`src/rtl/fp_minmax_pkg.sv`:
```
`default_nettype none
// ============================================================================
// Module      : fp_minmax_pkg
// Description : Shared state encoding and field-width constants for the
//               streaming FP min/max tracker.
// Revision    : 1.0 - initial release
// ============================================================================
package fp_minmax_pkg;

    typedef enum logic [0:0] {
        ACCUM = 1'b0,
        HOLD  = 1'b1
    } state_t;

    localparam int C_DEF_SIG_WIDTH = 23;
    localparam int C_DEF_EXP_WIDTH = 8;
    localparam int C_DEF_MAX_FRAME = 256;

    localparam int C_TOTAL_WIDTH = C_DEF_SIG_WIDTH + C_DEF_EXP_WIDTH + 1;
    localparam int C_KEY_WIDTH   = C_DEF_SIG_WIDTH + C_DEF_EXP_WIDTH + 1;
    localparam int C_IDX_W       = $clog2(C_DEF_MAX_FRAME);

    localparam logic [C_DEF_EXP_WIDTH-1:0] C_EXP_ONES  = '1;
    localparam logic [C_DEF_EXP_WIDTH-1:0] C_EXP_ZEROS = '0;

endpackage : fp_minmax_pkg
`default_nettype wire

```
`src/rtl/fp_order_key.sv`:
```
`default_nettype none
// ============================================================================
// Module      : fp_order_key
// Description : Maps an IEEE-754 operand onto a signed integer key whose
//               ordering matches the numeric ordering of the operand.
// Revision    : 1.0 - initial release
// ============================================================================
module fp_order_key
    import fp_minmax_pkg::*;
#(
    parameter int SIG_WIDTH = C_DEF_SIG_WIDTH,
    parameter int EXP_WIDTH = C_DEF_EXP_WIDTH
) (
    input  logic [SIG_WIDTH+EXP_WIDTH:0]        in_data,
    input  logic                                ieee_compliance,
    output logic signed [SIG_WIDTH+EXP_WIDTH:0] key,
    output logic                                is_nan
);

    localparam int C_TW = SIG_WIDTH + EXP_WIDTH + 1;

    logic                 w_sign;
    logic [EXP_WIDTH-1:0] w_exp;
    logic [SIG_WIDTH-1:0] w_frac;
    logic [C_TW-2:0]      w_mag;

    assign w_sign = in_data[C_TW-1];
    assign w_exp  = in_data[C_TW-2 -: EXP_WIDTH];
    assign w_frac = in_data[SIG_WIDTH-1:0];

    // Exponent:fraction is already monotonic in magnitude; only the special
    // encodings need remapping before the sign is applied.
    always_comb begin
        w_mag  = in_data[C_TW-2:0];
        is_nan = 1'b0;
        if (&w_exp) begin
            if (!ieee_compliance) begin
                w_mag = {w_exp, {SIG_WIDTH{1'b0}}};
            end else if (|w_frac) begin
                is_nan = 1'b1;
                w_mag  = '0;
            end
        end else if (~|w_exp && !ieee_compliance) begin
            w_mag = '0;
        end
        key = w_sign ? -$signed({1'b0, w_mag}) : $signed({1'b0, w_mag});
    end

endmodule : fp_order_key
`default_nettype wire

```
`src/rtl/fp_minmax_stream.sv`:
```
`default_nettype none
// ============================================================================
// Module      : fp_minmax_stream
// Description : Streams FP operands, tracks per-frame min/max with indices,
//               and emits one result record per frame.
// Revision    : 1.0 - initial release
// ============================================================================
module fp_minmax_stream
    import fp_minmax_pkg::*;
#(
    parameter int SIG_WIDTH       = C_DEF_SIG_WIDTH,
    parameter int EXP_WIDTH       = C_DEF_EXP_WIDTH,
    parameter int IEEE_COMPLIANCE = 0,
    parameter int MAX_FRAME       = C_DEF_MAX_FRAME
) (
    input  logic                              clk,
    input  logic                              rst,
    input  logic                              in_valid,
    output logic                              in_ready,
    input  logic [SIG_WIDTH+EXP_WIDTH:0]      in_data,
    input  logic                              in_last,
    output logic                              out_valid,
    input  logic                              out_ready,
    output logic [SIG_WIDTH+EXP_WIDTH:0]      out_min,
    output logic [SIG_WIDTH+EXP_WIDTH:0]      out_max,
    output logic [$clog2(MAX_FRAME)-1:0]      out_min_idx,
    output logic [$clog2(MAX_FRAME)-1:0]      out_max_idx,
    output logic [$clog2(MAX_FRAME):0]        out_count,
    output logic                              out_nan,
    output logic                              out_trunc
);

    localparam int                C_TW        = SIG_WIDTH + EXP_WIDTH + 1;
    localparam int                C_IW        = $clog2(MAX_FRAME);
    localparam logic [C_IW:0]     C_MAX_COUNT = (C_IW + 1)'(MAX_FRAME);
    localparam logic              C_IEEE      = (IEEE_COMPLIANCE != 0);

    state_t                  r_state;
    logic signed [C_TW-1:0]  r_min_key;
    logic signed [C_TW-1:0]  r_max_key;
    logic [C_TW-1:0]         r_min;
    logic [C_TW-1:0]         r_max;
    logic [C_IW-1:0]         r_min_idx;
    logic [C_IW-1:0]         r_max_idx;
    logic [C_IW:0]           r_count;
    logic                    r_have;
    logic                    r_nan;
    logic                    r_trunc;

    logic signed [C_TW-1:0]  w_key;
    logic                    w_is_nan;
    logic                    w_accept;
    logic [C_IW:0]           w_count_nxt;
    logic [C_IW-1:0]         w_idx;

    fp_order_key #(
        .SIG_WIDTH (SIG_WIDTH),
        .EXP_WIDTH (EXP_WIDTH)
    ) u_order_key (
        .in_data         (in_data),
        .ieee_compliance (C_IEEE),
        .key             (w_key),
        .is_nan          (w_is_nan)
    );

    assign w_accept    = in_valid && (r_state == ACCUM);
    assign w_count_nxt = r_count + 1'b1;
    assign w_idx       = r_count[C_IW-1:0];

    // The handshake in HOLD clears everything exactly like reset, which also
    // gives the mandated one-cycle bubble before the next frame.
    always_ff @(posedge clk) begin
        if (rst || (r_state == HOLD && out_ready)) begin
            r_state   <= ACCUM;
            r_min_key <= '0;
            r_max_key <= '0;
            r_min     <= '0;
            r_max     <= '0;
            r_min_idx <= '0;
            r_max_idx <= '0;
            r_count   <= '0;
            r_have    <= 1'b0;
            r_nan     <= 1'b0;
            r_trunc   <= 1'b0;
        end else if (w_accept) begin
            r_count <= w_count_nxt;
            if (w_is_nan) begin
                r_nan <= 1'b1;
            end else begin
                if (!r_have || w_key < r_min_key) begin
                    r_min_key <= w_key;
                    r_min     <= in_data;
                    r_min_idx <= w_idx;
                end
                if (!r_have || w_key > r_max_key) begin
                    r_max_key <= w_key;
                    r_max     <= in_data;
                    r_max_idx <= w_idx;
                end
                r_have <= 1'b1;
            end
            if (in_last) begin
                r_state <= HOLD;
            end else if (w_count_nxt == C_MAX_COUNT) begin
                r_state <= HOLD;
                r_trunc <= 1'b1;
            end
        end
    end

    assign in_ready    = (r_state == ACCUM);
    assign out_valid   = (r_state == HOLD);
    assign out_min     = r_min;
    assign out_max     = r_max;
    assign out_min_idx = r_min_idx;
    assign out_max_idx = r_max_idx;
    assign out_count   = r_count;
    assign out_nan     = r_nan;
    assign out_trunc   = r_trunc;

endmodule : fp_minmax_stream
`default_nettype wire

```
`config.mk`:
```
export PLATFORM = sky130hd
export DESIGN_NAME = fp_minmax_stream
export DESIGN_NICKNAME = d
export VERILOG_FILES = /design/src/rtl/fp_minmax_pkg.sv /design/src/rtl/fp_order_key.sv /design/src/rtl/fp_minmax_stream.sv
export SDC_FILE = /design/constraint.sdc
export NUM_CORES = 1
export LEC_CHECK = 0
export BUFFER_PORTS_ARGS = -buffer_cell sky130_fd_sc_hd__buf_2
export CORE_ASPECT_RATIO = 1.25
export CORE_MARGIN = 2
export CORE_UTILIZATION = 30
export DETAILED_ROUTE_END_ITERATION = 10
export HOLD_SLACK_MARGIN = 0.06
export REMOVE_ABC_BUFFERS = 1
export SLEW_MARGIN = 20
export SYNTH_ARGS = -nofsm -noshare
export SYNTH_HDL_FRONTEND = slang
export SYNTH_SLANG_ARGS = --single-unit
export TNS_END_PERCENT = 1
```
`constraint.sdc`:
```
create_clock -name clk -period 6.4 [get_ports clk]
set_input_delay 0.96 -clock clk [delete_from_list [all_inputs] [get_ports clk]]
set_output_delay 0.96 -clock clk [all_outputs]
set_load 0.03 [all_outputs]
```
* Word level (Yosys, flattened, before mapping)
Index checks and enable logic that the tools add are counted.
Widths: inputs -> output; s select.
** Word-level totals
- Register bits :: 156
- Word-level logic and storage cells :: 35
- Output and inout bits :: 93
** Cells by class
- Mux-type cells :: 5
- Reduce and logical (&&, ||, !) cells :: 13
- Add/subtract/negate cells :: 2
- Eq/ne operators :: 1
- Bitwise logic cells :: 2
- Magnitude comparators :: 2
** Operator list (count)
- $mux 31 :: 2
- $gt 32x32->1 :: 1
- $lt 32x32->1 :: 1
- $mux 32 :: 1
- $neg 31->32 :: 1
- $add 9x1->9 const B :: 1
- $eq 9x9->1 const B :: 1
- $reduce_and 8->1 :: 1
- $reduce_or 8->1 :: 1
- $reduce_and 2->1 :: 3
- $logic_or 1x1->1 :: 3
- $reduce_and 3->1 :: 1
- $logic_and 1x1->1 :: 2
- $mux 1 :: 2
- $not 1->1 :: 2
- $reduce_bool 2->1 :: 1
- $logic_not 1->1 :: 1

* Logic depth before layout (Yosys ltp)
Gate-level depths: netlist of run 1.
- Word-level depth :: 8
- Mapped depth :: 24

* Modules after synthesis
Synthesis of run 1 repeated with hierarchy kept, for this count alone.
** Unflattened totals
- Cells, all modules :: 1033
- Area, all modules :: 8775.9 µm²
** By module, submodules not included
- fp_minmax_stream :: cells an instance 860, area each 7688.6 µm², instances 1
- fp_order_key :: cells an instance 173, area each 1087.3 µm², instances 1

* Worst setup path before layout of run 1
OpenSTA, ideal clock, no wires.
- Path type :: input -> register
- Start point :: input in_data[23]
- End point :: register r_min[11] (netlist: out_min[11])
- Stages on the path :: 22
- Library setup time :: 72 ps
- Setup slack :: 771 ps
- Buffers on the path :: 6
- Arrival time :: 5557 ps
- Data required time :: 6328 ps
- Cells stage by stage :: or4_1 buf_2 nor2_4 nor2_1 clkbuf_1 nand2_1 ha_1 clkbuf_1 nor2_1 nor2_1 nor2_1 ha_1 nand4_1 or4_1 or4b_4 a41oi_2 o21a_1 buf_6 a21o_1 buf_6 buf_12 mux2i_1
** On the way
- Cells in the longest elaborated chain, start to end :: 8
** RTL lines
- from (decl) :: line fp_minmax_stream.sv:20 : input logic [SIG_WIDTH+EXP_WIDTH:0] in_data,
- $reduce_or 8->1 :: line fp_order_key.sv:43 : end else if (~|w_exp && !ieee_compliance) begin
- $mux 31 :: line fp_order_key.sv:43
- $mux 31 (*) :: line fp_order_key.sv:36 : if (&w_exp) begin
- $neg 31->32 :: line fp_order_key.sv:46 : key = w_sign ? -$signed({1'b0, w_mag}) : $signed({1'b0, w_mag});
- $mux 32 (*) :: line fp_order_key.sv:46
- named net u_order_key.key[10] :: line fp_order_key.sv:16 : output logic signed [SIG_WIDTH+EXP_WIDTH:0] key,
- $lt 32x32->1 (*) :: line fp_minmax_stream.sv:90 : if (!r_have || w_key < r_min_key) begin
- $logic_or 1x1->1 (*) :: line fp_minmax_stream.sv:90
- $reduce_and 2->1 (no source line) (*)
- to (signal assigned) :: line fp_minmax_stream.sv:92 : r_min <= in_data;
- to (decl) :: line fp_minmax_stream.sv:41 : logic [C_TW-1:0] r_min;
Mark *: on every way through the listed nets, which the timed path passes. The rest lies on a longest branch.
A chain may end at the register's enable or synchronous reset.

* Final worst setup path of run 1
- Start point :: input in_data[23]
- End point :: register r_max[23] (netlist: out_max[23])
** On the way
- Cells in the longest elaborated chain, start to end :: 8
** RTL lines
- $reduce_or 8->1 :: line fp_order_key.sv:43
- $mux 31 :: line fp_order_key.sv:43
- $mux 31 (*) :: line fp_order_key.sv:36
- $neg 31->32 :: line fp_order_key.sv:46
- $mux 32 (*) :: line fp_order_key.sv:46
- named net u_order_key.key[28] :: line fp_order_key.sv:16
- $gt 32x32->1 (*) :: line fp_minmax_stream.sv:95 : if (!r_have || w_key > r_max_key) begin
- $logic_or 1x1->1 (*) :: line fp_minmax_stream.sv:95
- $reduce_and 2->1 (no source line) (*)
- to (signal assigned) :: line fp_minmax_stream.sv:97 : r_max <= in_data;
- to (decl) :: line fp_minmax_stream.sv:42 : logic [C_TW-1:0] r_max;
Marked as above.

==> metrics.yaml, run 1 <==
status:
  outcome: "finished clean"
pwr:
  power.combinational.fraction: 0.230
  sequential_share_of_power: 0.392
  clock_power_share: 0.379
  power.switching_w: 0.000871
  power.switching_fraction: 0.316
  peakVddDrop_uv: 186
  leakage_power_summed_over_all_cells_nw: 4.46
  pwr_density_cell_nw_per_um2: 260
  internal-power_w: 0.00189
sta:
  rsz0062_at_grt: "no"
  timing.final.crit_share: 0.919
  maxSlewHeadroom: 0.442
  tightest_slew_ns: 0.833
  fmaxAchievable_mhz: 170
  finalHoldViolations: 0
  hold_slack_ns: 0.453
  report.final.slew_viol_count: 0
  setup-violations-final: 0
  finClkSkew_ns: 0.0122
  min_clock_period_post_route_ns: 5.88
finish:
  design.final.nets: 1275
  drive_gt1_frac: 0.178
  num_antenna_cells: 0
  syn_to_final_growth_pct: 19.1
  final_core_utilization: 0.363
  final_cell_area_um2: 10600
  nFillCells: 3058
setup_path:
  critPathLaunch: "in_data[23]"
  critical_path.top_delay_family: "simple AND/OR/NAND/NOR gates"
  critical_path.startpoint_type: "input pin"
  crit_path_max_fanout: 24
  end_kind: "flip-flop"
  cp.buffers_inverters: 4
  timing.setup.critical_path_class: "input pin to flip-flop"
  rr_startpoint: "r_min_key[11]"
  cp.required_ns: 6.75
  critPathSlowestCell: "sky130_fd_sc_hd__nor4_1"
  crit_path_max_incr_delay_ns: 0.71
  critPathArrivalTime_ns: 6.24
  crit_path_cell_trace: "buf_2 -> or4_1 -> nor2_4 -> nor2_1 -> nand2_1 -> ha_1 -> buf_4 -> inv_1 -> nor4_4 -> a211o_1 -> o2111ai_1 -> ha_1 -> nand4_1 -> nor4_1 -> o32ai_1 -> mux2_2 -> nor2_4 -> buf_12 -> mux2i_1"
die:
  die_h_um: 197
  ioPinCount: 130
  die_area_um2: 31100
  rows: 70
  core_region_area_um2: 29300
  starting_density_of_the_core: 0.305
  die-width_um: 158
drt:
  detail_route.drc_violations: 0
  wl_um: 24100
  drt_first_pass_iters: 5
  routed-via-count: 7887
  detail-route-antenna-nets: 0
  detail_route.vias_per_cell: 4.99
  post_drt_wl_per_cell_um: 15.2
  first_iter_violations: 430
clocking:
  cts_buffers: 17
  max_clock_buf_depth: 2
  post_cts.resized_instances: 0
  cts_sink_count: 156
  post_cts_buffers: 0
  cts_htree_levels: 4
  cts_tree: "yes"
  worstSkewPairLatency_ns: 0.43
  cts-root-buf: "sky130_fd_sc_hd__clkbuf_16"
  ctsHoldBuffers: 0
  worst_setup_hold_path_clk_slew_ns: 0.06
logic_synthesis:
  synth_top_cells_by_area: "sky130_fd_sc_hd__dfxtp_1 (35%), sky130_fd_sc_hd__mux2i_1 (12%), sky130_fd_sc_hd__ha_1 (9.3%)"
  synth.ff_latch_count: 156
  synth_top_area_cell: "sky130_fd_sc_hd__dfxtp_1"
  yosysTopAreaCellShare: 0.350
  ys_top_cells_by_count: "sky130_fd_sc_hd__nand2_1 (196), sky130_fd_sc_hd__dfxtp_1 (156), sky130_fd_sc_hd__mux2i_1 (106)"
  synth_xor_area_frac: 0.0216
  synthCells: 1061
  synthMuxAreaShare: 0.120
  synth_cell_type_count: 72
  synth_most_common_cell: "sky130_fd_sc_hd__nand2_1"
  post_synthesis_compound_gate_area_fraction: 0.142
  synth-edff-count: 0
  netlist_area_um2: 8910
  synth.yosys.seq_area_share: 0.350
  post_synth.cell_area_avg_um2: 8.40
  async_reset_ff_frac: 0
  synth_ff_type: "sky130_fd_sc_hd__dfxtp_1"
  main_combinational_cell_family_by_area_after_synthesis: "simple AND/OR/NAND/NOR gates"
  synth_simple_gate_area_share: 0.205
  synth.yosys.warnings: 0
  synthAdderAreaFrac: 0.0926
job:
  cap_viol_max_count: 0
global_routing:
  grt_first_pass_wirelength_um: 38500
  number_of_global_route_vias_before_repair: 7704
  grt-ovfl-total: 0
  total_global_route_track_usage: 0.156
  grt_antenna_before_repair: 0
  largest_net_degree_at_the_start_of_global_routing: 177
place:
  hpwlAfterDp_um: 17000
  placement.cell_area_um2: 10000
  io_buffer_count: 128
  place.gp.congestion: 0.852
hold_path:
  worstHoldPathType: "flip-flop to flip-flop"
  hp-start: "out_min[21]"
stage by stage:
step | std cells | setup WS, ns | setup TNS [ns] | power, W
2_1_floorplan | 995 | -1.40 | -150.23 | 0.00153
3_3_place_gp | 1549 | 0.192 | 0 | 0.00172
3_5_place_dp | 1549 | 0.133 | 0 | 0.00173
4_1_cts | 1581 | 0.562 | 0 | 0.00279
5_1_grt | 1581 | 0.182 | 0 | 0.00291
6_report | 1581 | 0.517 | 0 | 0.00276
layout by cell type, fill, tap and decap left out, drive strengths merged, types with 6 or more instances in the layout:
cell type,instances
o211ai,9
buf,158
nand2,196
xor2,13
mux2i,106
o21ai,30
nor2,48
nand4,22
or3,9
xnor2,9
nor4,7
a22oi,8
dfxtp,156
ha,66
a21oi,37
nand3,39
clkbuf,20
inv,74
or4,6
a211oi,26
nor3,41
o31a,6
a31oi,12
area by class of cell:
class,instances,area [um2],area share
multi-input combinational,767,5200,0.490
clock inverter,12,135,0.0127
sequential,156,3120,0.294
clock buffer,20,467,0.0439
inverter,72,270,0.0254
tap,396,495,0.0467
timing repair buffer,158,928,0.0874
power by group through the flow:
stage          Clock [W]  Combinational [W]  Sequential [W]
2_1_floorplan          0           0.000370         0.00116
3_3_place_gp           0           0.000623         0.00110
3_5_place_dp           0           0.000632         0.00110
4_1_cts          0.00108           0.000635         0.00108
5_1_grt          0.00112           0.000703         0.00109
6_report         0.00104           0.000633         0.00108
worst register-to-register path, stage by stage, from the launching register on:
cell	delay, ns
sky130_fd_sc_hd__dfxtp_1	0.38
sky130_fd_sc_hd__inv_1	0.06
sky130_fd_sc_hd__ha_1	0.31
sky130_fd_sc_hd__nand4_1	0.17
sky130_fd_sc_hd__or4_1	0.53
sky130_fd_sc_hd__or4b_4	0.50
sky130_fd_sc_hd__a41oi_2	0.17
sky130_fd_sc_hd__o21a_1	0.14
sky130_fd_sc_hd__buf_4	0.18
sky130_fd_sc_hd__a21oi_4	0.08
sky130_fd_sc_hd__buf_4	0.28
sky130_fd_sc_hd__mux2i_1	0.17
routing by layer:
metal / share of wire / vias up / GRT usage
li1: - / 3963 / -
met1: 0.45 / 3670 / 0.195
met2: 0.47 / 215 / 0.263
met3: 0.046 / 39 / 0.0306
met4: 0.029 / 0 / 0.0624
met5: 0 / - / 0
sequential cells by signal, indices dropped and copies added, names as in the netlist:
signal / count
out_min: 32
out_max_idx: 8
out_count: 9
out_min_idx: 8
out_trunc: 1
r_min_key: 32
r_max_key: 32
r_have: 1
out_max: 32
out_valid: 1
path summary, 6_finish.rpt:
kind | endpoint | slack, ns | cells past startpoint
worst min-delay path | out_min[21] | 0.45 | 2
worst min register to register | out_min[21] | 0.45 | 2
worst max-delay path | out_max[23] | 0.52 | 19
worst max register to register | r_min_key[30] | 3.31 | 11
cell families after synthesis:
family / count (synthesis)
buffers and inverters: 138
multiplexers: 107
XOR/XNOR: 22
other: 1
AO/OA/AOI/OAI: 177
adder cells (fa/ha/maj): 66
flip-flops: 156
AND/OR/NAND/NOR: 394
Note: power is estimated with default switching activity, not from simulation.
==> run 2: changes to the inputs <==
Settings changed: BUFFER_PORTS_ARGS -buffer_cell sky130_fd_sc_hd__buf_2 to default, CELL_PAD_IN_SITES_DETAIL_PLACEMENT from default to 0, CELL_PAD_IN_SITES_GLOBAL_PLACEMENT from default to 1, CORE_ASPECT_RATIO 1.25 to default, DONT_BUFFER_PORTS from default to 1, PLACE_DENSITY_LB_ADDON from default to 0.1.
==> run 2 against run 1 <==
  * Utilization decreased by 1.9 points
  * Sequential power increased by 6%
  * Critical path depth unchanged
  * Hold slack improved by 0.0050 ns
  * Wire length increased by 8.5%
  * Clock skew increased by 0.0064 ns
  * Critical path type unchanged
  * Clock power increased by 6%
  * Final area decreased by 4.5%
  * Register-to-register slack got worse by 0.35 ns
  * First-iteration DRC count decreased by 4.7%
  * Worst setup slack improved by 0.17 ns
==> metrics.yaml, run 2 (same netlist as run 1, synthesis figures left out) <==
status:
  outcome: "finished clean"
setup_path:
  r2r_path_end: "r_min_key[18]"
  cp.buffers_inverters: 3  # -1
  critical_path.startpoint_type: "input pin"
  rr_startpoint: "r_min_key[27]"
  timing.setup.critical_path_class: "input pin to flip-flop"
  crit_path_max_incr_delay_ns: 0.71  # about the same
  worst_r2r_path_depth: 11  # unchanged
  critPathArrivalTime_ns: 6.06  # -0.18 ns
  timing.reg2reg.setup_slack_ns: 2.96  # -0.35 ns
  critPathLaunch: "in_data[23]"
  crit_path_max_fanout: 23  # -4.2%
  crit_path_cell_trace: "or4_1 -> nor2_4 -> nor2_1 -> nand2_1 -> ha_1 -> inv_1 -> nor4_4 -> a211o_1 -> o2111ai_1 -> ha_1 -> nand4_1 -> nor2_1 -> a211o_1 -> a2111oi_1 -> buf_4 -> o21ai_4 -> a21oi_4 -> buf_12 -> mux2i_1"
  critPathSlowestCell: "sky130_fd_sc_hd__a21oi_4"
  cp.required_ns: 6.75  # about the same
  critical_path.top_delay_family: "compound AO/OA/AOI/OAI gates"
  end_kind: "flip-flop"
global_routing:
  globalRouteMet3Util: 0.0366  # +0.00604
  top_usage_layer: "met2"
  grt_antenna_before_repair: 0  # unchanged
  number_of_global_route_vias_before_repair: 7327  # -4.9%
  met1_usage: 0.232  # +0.0377
  grt-ovfl-total: 0  # unchanged
  grt_first_pass_wirelength_um: 41800  # +8.4%
  total_global_route_track_usage: 0.172  # +0.0156
  largest_net_degree_at_the_start_of_global_routing: 177  # unchanged
  grt_util_met2: 0.282  # +0.0186
clocking:
  cts_buffers: 17  # unchanged
  cts-root-buf: "sky130_fd_sc_hd__clkbuf_16"
  post_cts.resized_instances: 0  # unchanged
  ctsHoldBuffers: 0  # unchanged
  worst_setup_hold_path_clk_slew_ns: 0.06  # about the same
  post_cts_buffers: 0  # unchanged
  cts_sink_count: 156  # unchanged
  cts_tree: "yes"
  cts_htree_levels: 4  # unchanged
  worstSkewPairLatency_ns: 0.43  # about the same
  max_clock_buf_depth: 2  # unchanged
drt:
  drt_first_pass_iters: 6  # +1
  post_drt_wl_per_cell_um: 17.8  # +17%
  routed-via-count: 7382  # -6.4%
  detail-route-antenna-nets: 0  # unchanged
  first_iter_violations: 410  # -4.7%
  detail_route.vias_per_cell: 5.04  # +1.0%
  wl_um: 26100  # +8.5%
  detail_route.drc_violations: 0  # unchanged
pwr:
  leakage_power_summed_over_all_cells_nw: 3.95  # -11%
  peakVddDrop_uv: 175  # -6.3%
  pwr_density_cell_nw_per_um2: 273  # +5.2%
die:
  rows: 63  # -10%
  die-width_um: 176  # +12%
  starting_density_of_the_core: 0.302  # -0.00235
  die_h_um: 176  # -10%
  die_area_um2: 31100  # about the same
  core_region_area_um2: 29500  # +0.78%
  ioPinCount: 130  # unchanged
place:
  hpwlAfterDp_um: 18400  # +8.4%
  place.gp.congestion: 0.755  # -11%
  io_buffer_count: 0  # -100%
  place.detailed.instances: 1433  # -7.5%
finish:
  drive_gt1_frac: 0.0930  # -0.0850
  layout.cells.most_common_list: "sky130_fd_sc_hd__nand2_1 (195), sky130_fd_sc_hd__dfxtp_1 (156), sky130_fd_sc_hd__mux2i_1 (106)"
  design.final.nets: 1165  # -8.6%
  num_antenna_cells: 0  # unchanged
  final-instance-count-excl-fill: 1465  # -7.3%
  syn_to_final_growth_pct: 13.8
  mostFrequentLayoutCell: "sky130_fd_sc_hd__nand2_1"
  nFillCells: 3140  # +2.7%
hold_path:
  endpoint_of_the_worst_hold_path: "r_min_key[31]"
  worstHoldPathType: "flip-flop to flip-flop"
  hp-start: "r_min_key[31]"
  hold-path-cell-count: 2  # unchanged
sta:
  tightest_slew_ns: 0.931  # +0.0979 ns
  setup-violations-final: 0  # unchanged
  timing.final.crit_share: 0.892  # -0.0273
  fmaxAchievable_mhz: 175  # +3.1%
  report.final.slew_viol_count: 0  # unchanged
  hold_slack_ns: 0.458  # +0.00504 ns
  maxSlewHeadroom: 0.378  # -0.0641
  rsz0062_at_grt: "no"
  finClkSkew_ns: 0.0186  # +0.00639 ns
  min_clock_period_post_route_ns: 5.71  # -0.175 ns
  finalHoldViolations: 0  # unchanged
job:
  cap_viol_max_count: 0  # unchanged
==> run 2: changes by cell type in the layout (fill, tap and decap cells not counted) <==
cell                         previous run  this run
sky130_fd_sc_hd__clkbuf_1               0         1
sky130_fd_sc_hd__clkinv_2               2         1
sky130_fd_sc_hd__clkinvlp_4             4         0
sky130_fd_sc_hd__buf_2                128         0
sky130_fd_sc_hd__clkinv_4               1         4
sky130_fd_sc_hd__bufinv_16              2         3
sky130_fd_sc_hd__buf_12                 5         6
sky130_fd_sc_hd__buf_4                 25        42
==> run 2: cell type report <==
cell class,instances,area (um2),share of cell area
clock buffer,21,470,0.0464
clock inverter,11,156,0.0154
inverter,72,270,0.0266
multi-input combinational,767,5200,0.513
sequential,156,3120,0.308
tap,390,488,0.0481
timing repair buffer,48,435,0.0429
==> run 2: per-stage QoR <==
stage          setup WS [ns]  total power [W]  instance area [um2]  setup TNS [ns]   util
2_1_floorplan          -1.40          0.00153                 8580         -150.23      -
3_3_place_gp           0.217          0.00171                 9520               0  0.323
3_5_place_dp           0.179          0.00170                 9520               0  0.323
4_1_cts                0.623          0.00282                10100               0  0.344
5_1_grt                0.268          0.00293                10100               0  0.344
6_report               0.692          0.00277                10100               0  0.344
==> run 2: worst register-to-register path: cells and delay by family (launching register included) <==
family	cells	cell delay, ns
AO/OA/AOI/OAI	6	1.88
buffers and inverters	3	0.59
multiplexers	1	0.25
flip-flops	1	0.33
adder cells (fa/ha/maj)	1	0.30
==> run 2: how the worst max path moves through the flow <==
stage               cells after the start             to  slack (ns)
finish                                 19  r_min_key[18]        0.69
CTS                                    19  r_min_key[18]        0.62
global placement                       19  r_min_key[27]        0.22
global route                           19  r_min_key[24]        0.27
detailed placement                     19  r_min_key[19]        0.18
floorplan                               3  r_min_key[15]       -1.40
==> run 2: report_power, final <==
| part | switching [W] | internal, W | total (W) | leakage (nW) |
|---|---|---|---|---|
| Combinational | 0.000308 | 0.000214 | 0.000522 | 2.37 |
| Sequential | 0.000109 | 0.00104 | 0.00115 | 1.28 |
| Clock | 0.000444 | 0.000652 | 0.00110 | 0.309 |
==> run 2: per-layer routing <==
layer / vias to the layer above / part of all wire
met1: 3505 / 0.48
li1: 3751 / -
met4: 0 / 0.0060
met2: 119 / 0.47
met5: - / 0
met3: 7 / 0.042
==> run 3: changes to the inputs <==
Clock period 6.4 ns to 6.8 ns, I/O delays scaled along.
==> run 3 against run 2 <==
  * Critical path type unchanged
  * Largest cell class unchanged
  * Combinational power fell by 7.3%
  * Wire length rose by 1.7%
  * Non-clock buffer count is 12 lower
  * Hold slack got worse by 0.0031 ns
  * Register-to-register slack improved by 0.41 ns
  * Power shrank 6.1%
  * Clock power fell by 6%
==> metrics.yaml, run 3 (same netlist as run 1, synthesis figures left out) <==
clocking:
  post_cts.resized_instances: 0  # unchanged
  cts-root-buf: "sky130_fd_sc_hd__clkbuf_16"
  cts_tree: "yes"
  worstSkewPairLatency_ns: 0.43  # about the same
  max_clock_buf_depth: 2  # unchanged
  worst_setup_hold_path_clk_slew_ns: 0.06  # about the same
  ctsHoldBuffers: 0  # unchanged
  cts_sink_count: 156  # unchanged
  post_cts_buffers: 0  # unchanged
  cts_htree_levels: 4  # unchanged
  cts_buffers: 17  # unchanged
finish:
  mostFrequentLayoutCell: "sky130_fd_sc_hd__nand2_1"
  final_cell_area_um2: 10000  # -1.3%
  drive_gt1_frac: 0.0818  # -0.0112
  design.final.nets: 1153  # -1.0%
  layout.cells.most_common_list: "sky130_fd_sc_hd__nand2_1 (195), sky130_fd_sc_hd__dfxtp_1 (156), sky130_fd_sc_hd__mux2i_1 (106)"
  syn_to_final_growth_pct: 12.3
  num_antenna_cells: 0  # unchanged
hold_path:
  worstHoldPathType: "flip-flop to flip-flop"
sta:
  worst_slack_ns: 0.634  # -0.0572 ns
  finalHoldViolations: 0  # unchanged
  maxSlewHeadroom: 0.389  # +0.0110
  hold_slack_ns: 0.455  # -0.00308 ns
  tightest_slew_ns: 0.915  # -0.0164 ns
  fmaxAchievable_mhz: 162
  min_clock_period_post_route_ns: 6.17
  timing.final.crit_share: 0.907
  setup-violations-final: 0  # unchanged
  finClkSkew_ns: 0.00962  # -0.00897 ns
  rsz0062_at_grt: "no"
  report.final.slew_viol_count: 0  # unchanged
setup_path:
  critPathSlowestCell: "sky130_fd_sc_hd__nor4_1"
  rr_startpoint: "r_min_key[27]"
  critPathLaunch: "in_data[23]"
  crit_path_max_fanout: 29  # +26%
  cp.required_ns: 7.14  # +0.39 ns
  crit_path_cell_trace: "or4_1 -> nor2_4 -> nor2_1 -> nand2_1 -> ha_1 -> inv_1 -> nor4_4 -> a2111oi_0 -> nand3b_1 -> ha_1 -> nand4_1 -> nor4_1 -> o32ai_1 -> mux2i_1 -> buf_4 -> nand2_2 -> buf_12 -> a211oi_1"
  cp-endpoint: "r_max_key[6]"
  cp.buffers_inverters: 3  # unchanged
  timing.reg2reg.setup_slack_ns: 3.37  # +0.41 ns
  critPathArrivalTime_ns: 6.50  # +0.44 ns
  crit_path_max_incr_delay_ns: 0.69  # -0.02 ns
  end_kind: "flip-flop"
  worstSetupPathDepth: 18  # -1
  timing.critical_path.mode_cell: "sky130_fd_sc_hd__ha_1"
  timing.setup.critical_path_class: "input pin to flip-flop"
  critical_path.startpoint_type: "input pin"
  worst_r2r_path_depth: 11  # unchanged
  r2r_path_end: "out_min_idx[1]"
  critical_path.top_delay_family: "simple AND/OR/NAND/NOR gates"
global_routing:
  top_usage_layer: "met2"
  number_of_global_route_vias_before_repair: 7228  # -1.4%
  grt_util_met2: 0.273  # -0.00931
  total_global_route_track_usage: 0.174  # +0.00225
  largest_net_degree_at_the_start_of_global_routing: 79  # -55%
  globalRouteMet3Util: 0.0349  # -0.00172
  grt_antenna_before_repair: 0  # unchanged
  met1_usage: 0.245  # +0.0123
  grt_first_pass_wirelength_um: 42200  # +1.1%
  grt-ovfl-total: 0  # unchanged
die:
  starting_density_of_the_core: 0.302  # unchanged
  core_region_area_um2: 29500  # unchanged
  rows: 63  # unchanged
  ioPinCount: 130  # unchanged
  die_area_um2: 31100  # unchanged
  die_h_um: 176  # unchanged
  die-width_um: 176  # unchanged
pwr:
  internal-power_w: 0.00179  # -6.2%
  clock_power_share: 0.397  # +0.002
  peakVddDrop_uv: 171  # -2.0%
  leakage_power_summed_over_all_cells_nw: 3.86  # -2.2%
  sequential_share_of_power: 0.417  # about the same
  pwr_density_cell_nw_per_um2: 260  # -4.9%
  power.switching_w: 0.000809  # -6.0%
  p_total_w: 0.00260  # -6.1%
  power.switching_fraction: 0.311  # +0.000517
  power.combinational.fraction: 0.186  # -0.002
drt:
  detail_route.drc_violations: 0  # unchanged
  drt_first_pass_iters: 5  # -1
  wl_um: 26500  # +1.7%
  first_iter_violations: 437  # +6.6%
  routed-via-count: 7384  # +0.027%
  detail_route.vias_per_cell: 5.08  # +0.85%
  post_drt_wl_per_cell_um: 18.3  # +2.5%
  detail-route-antenna-nets: 0  # unchanged
place:
  hpwlAfterDp_um: 19200  # +4.2%
  io_buffer_count: 0  # unchanged
  placement.cell_area_um2: 9390  # -1.3%
  setup_slack_after_placement_ns: 0.188  # +0.00867 ns
  place.gp.congestion: 0.776  # +2.9%
job:
  cap_viol_max_count: 0  # unchanged
status:
  outcome: "finished clean"
==> run 3: cell types whose count changed in the layout (fill, tap and decap cells not counted) <==
cell / before / now
sky130_fd_sc_hd__clkinv_4: 4 / 2
sky130_fd_sc_hd__clkinvlp_4: 0 / 4
sky130_fd_sc_hd__inv_6: 3 / 2
sky130_fd_sc_hd__clkbuf_1: 1 / 2
sky130_fd_sc_hd__buf_12: 6 / 3
sky130_fd_sc_hd__bufinv_16: 3 / 4
sky130_fd_sc_hd__buf_4: 42 / 33
sky130_fd_sc_hd__clkbuf_8: 3 / 0
==> run 3: metal layers <==
| metal | vias up | part of all wire |
|---|---|---|
| met5 | - | 0 |
| met4 | 0 | 0.013 |
| met3 | 19 | 0.040 |
| met2 | 131 | 0.46 |
| met1 | 3505 | 0.49 |
| li1 | 3729 | - |
==> run 3: worst min-delay path by stage <==
stage                       start  depth (start not counted)  slack (ns)            end
floorplan           r_min_key[10]                          2        0.43  r_min_key[10]
global placement    r_min_key[15]                          2        0.44  r_min_key[15]
detailed placement   r_min_key[4]                          2        0.45   r_min_key[4]
CTS                 r_min_key[21]                          2        0.46  r_min_key[21]
global route        r_min_key[25]                          2        0.47  r_min_key[25]
finish              r_min_key[31]                          2        0.46  r_min_key[31]
==> run 3: worst reg2reg max path, stage by stage, from the launching register on <==
cell and delay (ns):
sky130_fd_sc_hd__dfxtp_1 0.33, sky130_fd_sc_hd__inv_1 0.04, sky130_fd_sc_hd__ha_1 0.31, sky130_fd_sc_hd__a21o_1 0.18, sky130_fd_sc_hd__a21o_1 0.17, sky130_fd_sc_hd__a211o_1 0.31
sky130_fd_sc_hd__a2111oi_1 0.42, sky130_fd_sc_hd__buf_4 0.20, sky130_fd_sc_hd__o21ai_4 0.12, sky130_fd_sc_hd__a21oi_4 0.73, sky130_fd_sc_hd__buf_12 0.31, sky130_fd_sc_hd__mux2i_1 0.24
==> run 3: layout make-up <==
class                   count  area, um2
fillers                  3146      19500
multi-input cells         767       5200
flip-flops and latches    156       3120
well taps                 390        488
clock buffers              19        433
repair buffers             36        308
inverters                  72        270
clock inverters            13        190
==> run 3: stage by stage <==
step / util / cells / TNS (ns)
after detailed placement: 0.319 / 1421 / 0
after floorplan: - / 995 / -110.46
after CTS: 0.340 / 1453 / 0
after global routing: 0.340 / 1453 / 0
after global placement: 0.319 / 1421 / 0
final: 0.340 / 1453 / 0
==> run 3: power by group through the flow <==
stage	combinational, W	sequential [W]	clock (W)
global route	0.000549	0.00109	0.00111
global placement	0.000492	0.00111	0
detailed placement	0.000490	0.00111	0
CTS	0.000493	0.00109	0.00107
finish	0.000484	0.00109	0.00103
floorplan	0.000348	0.00109	0
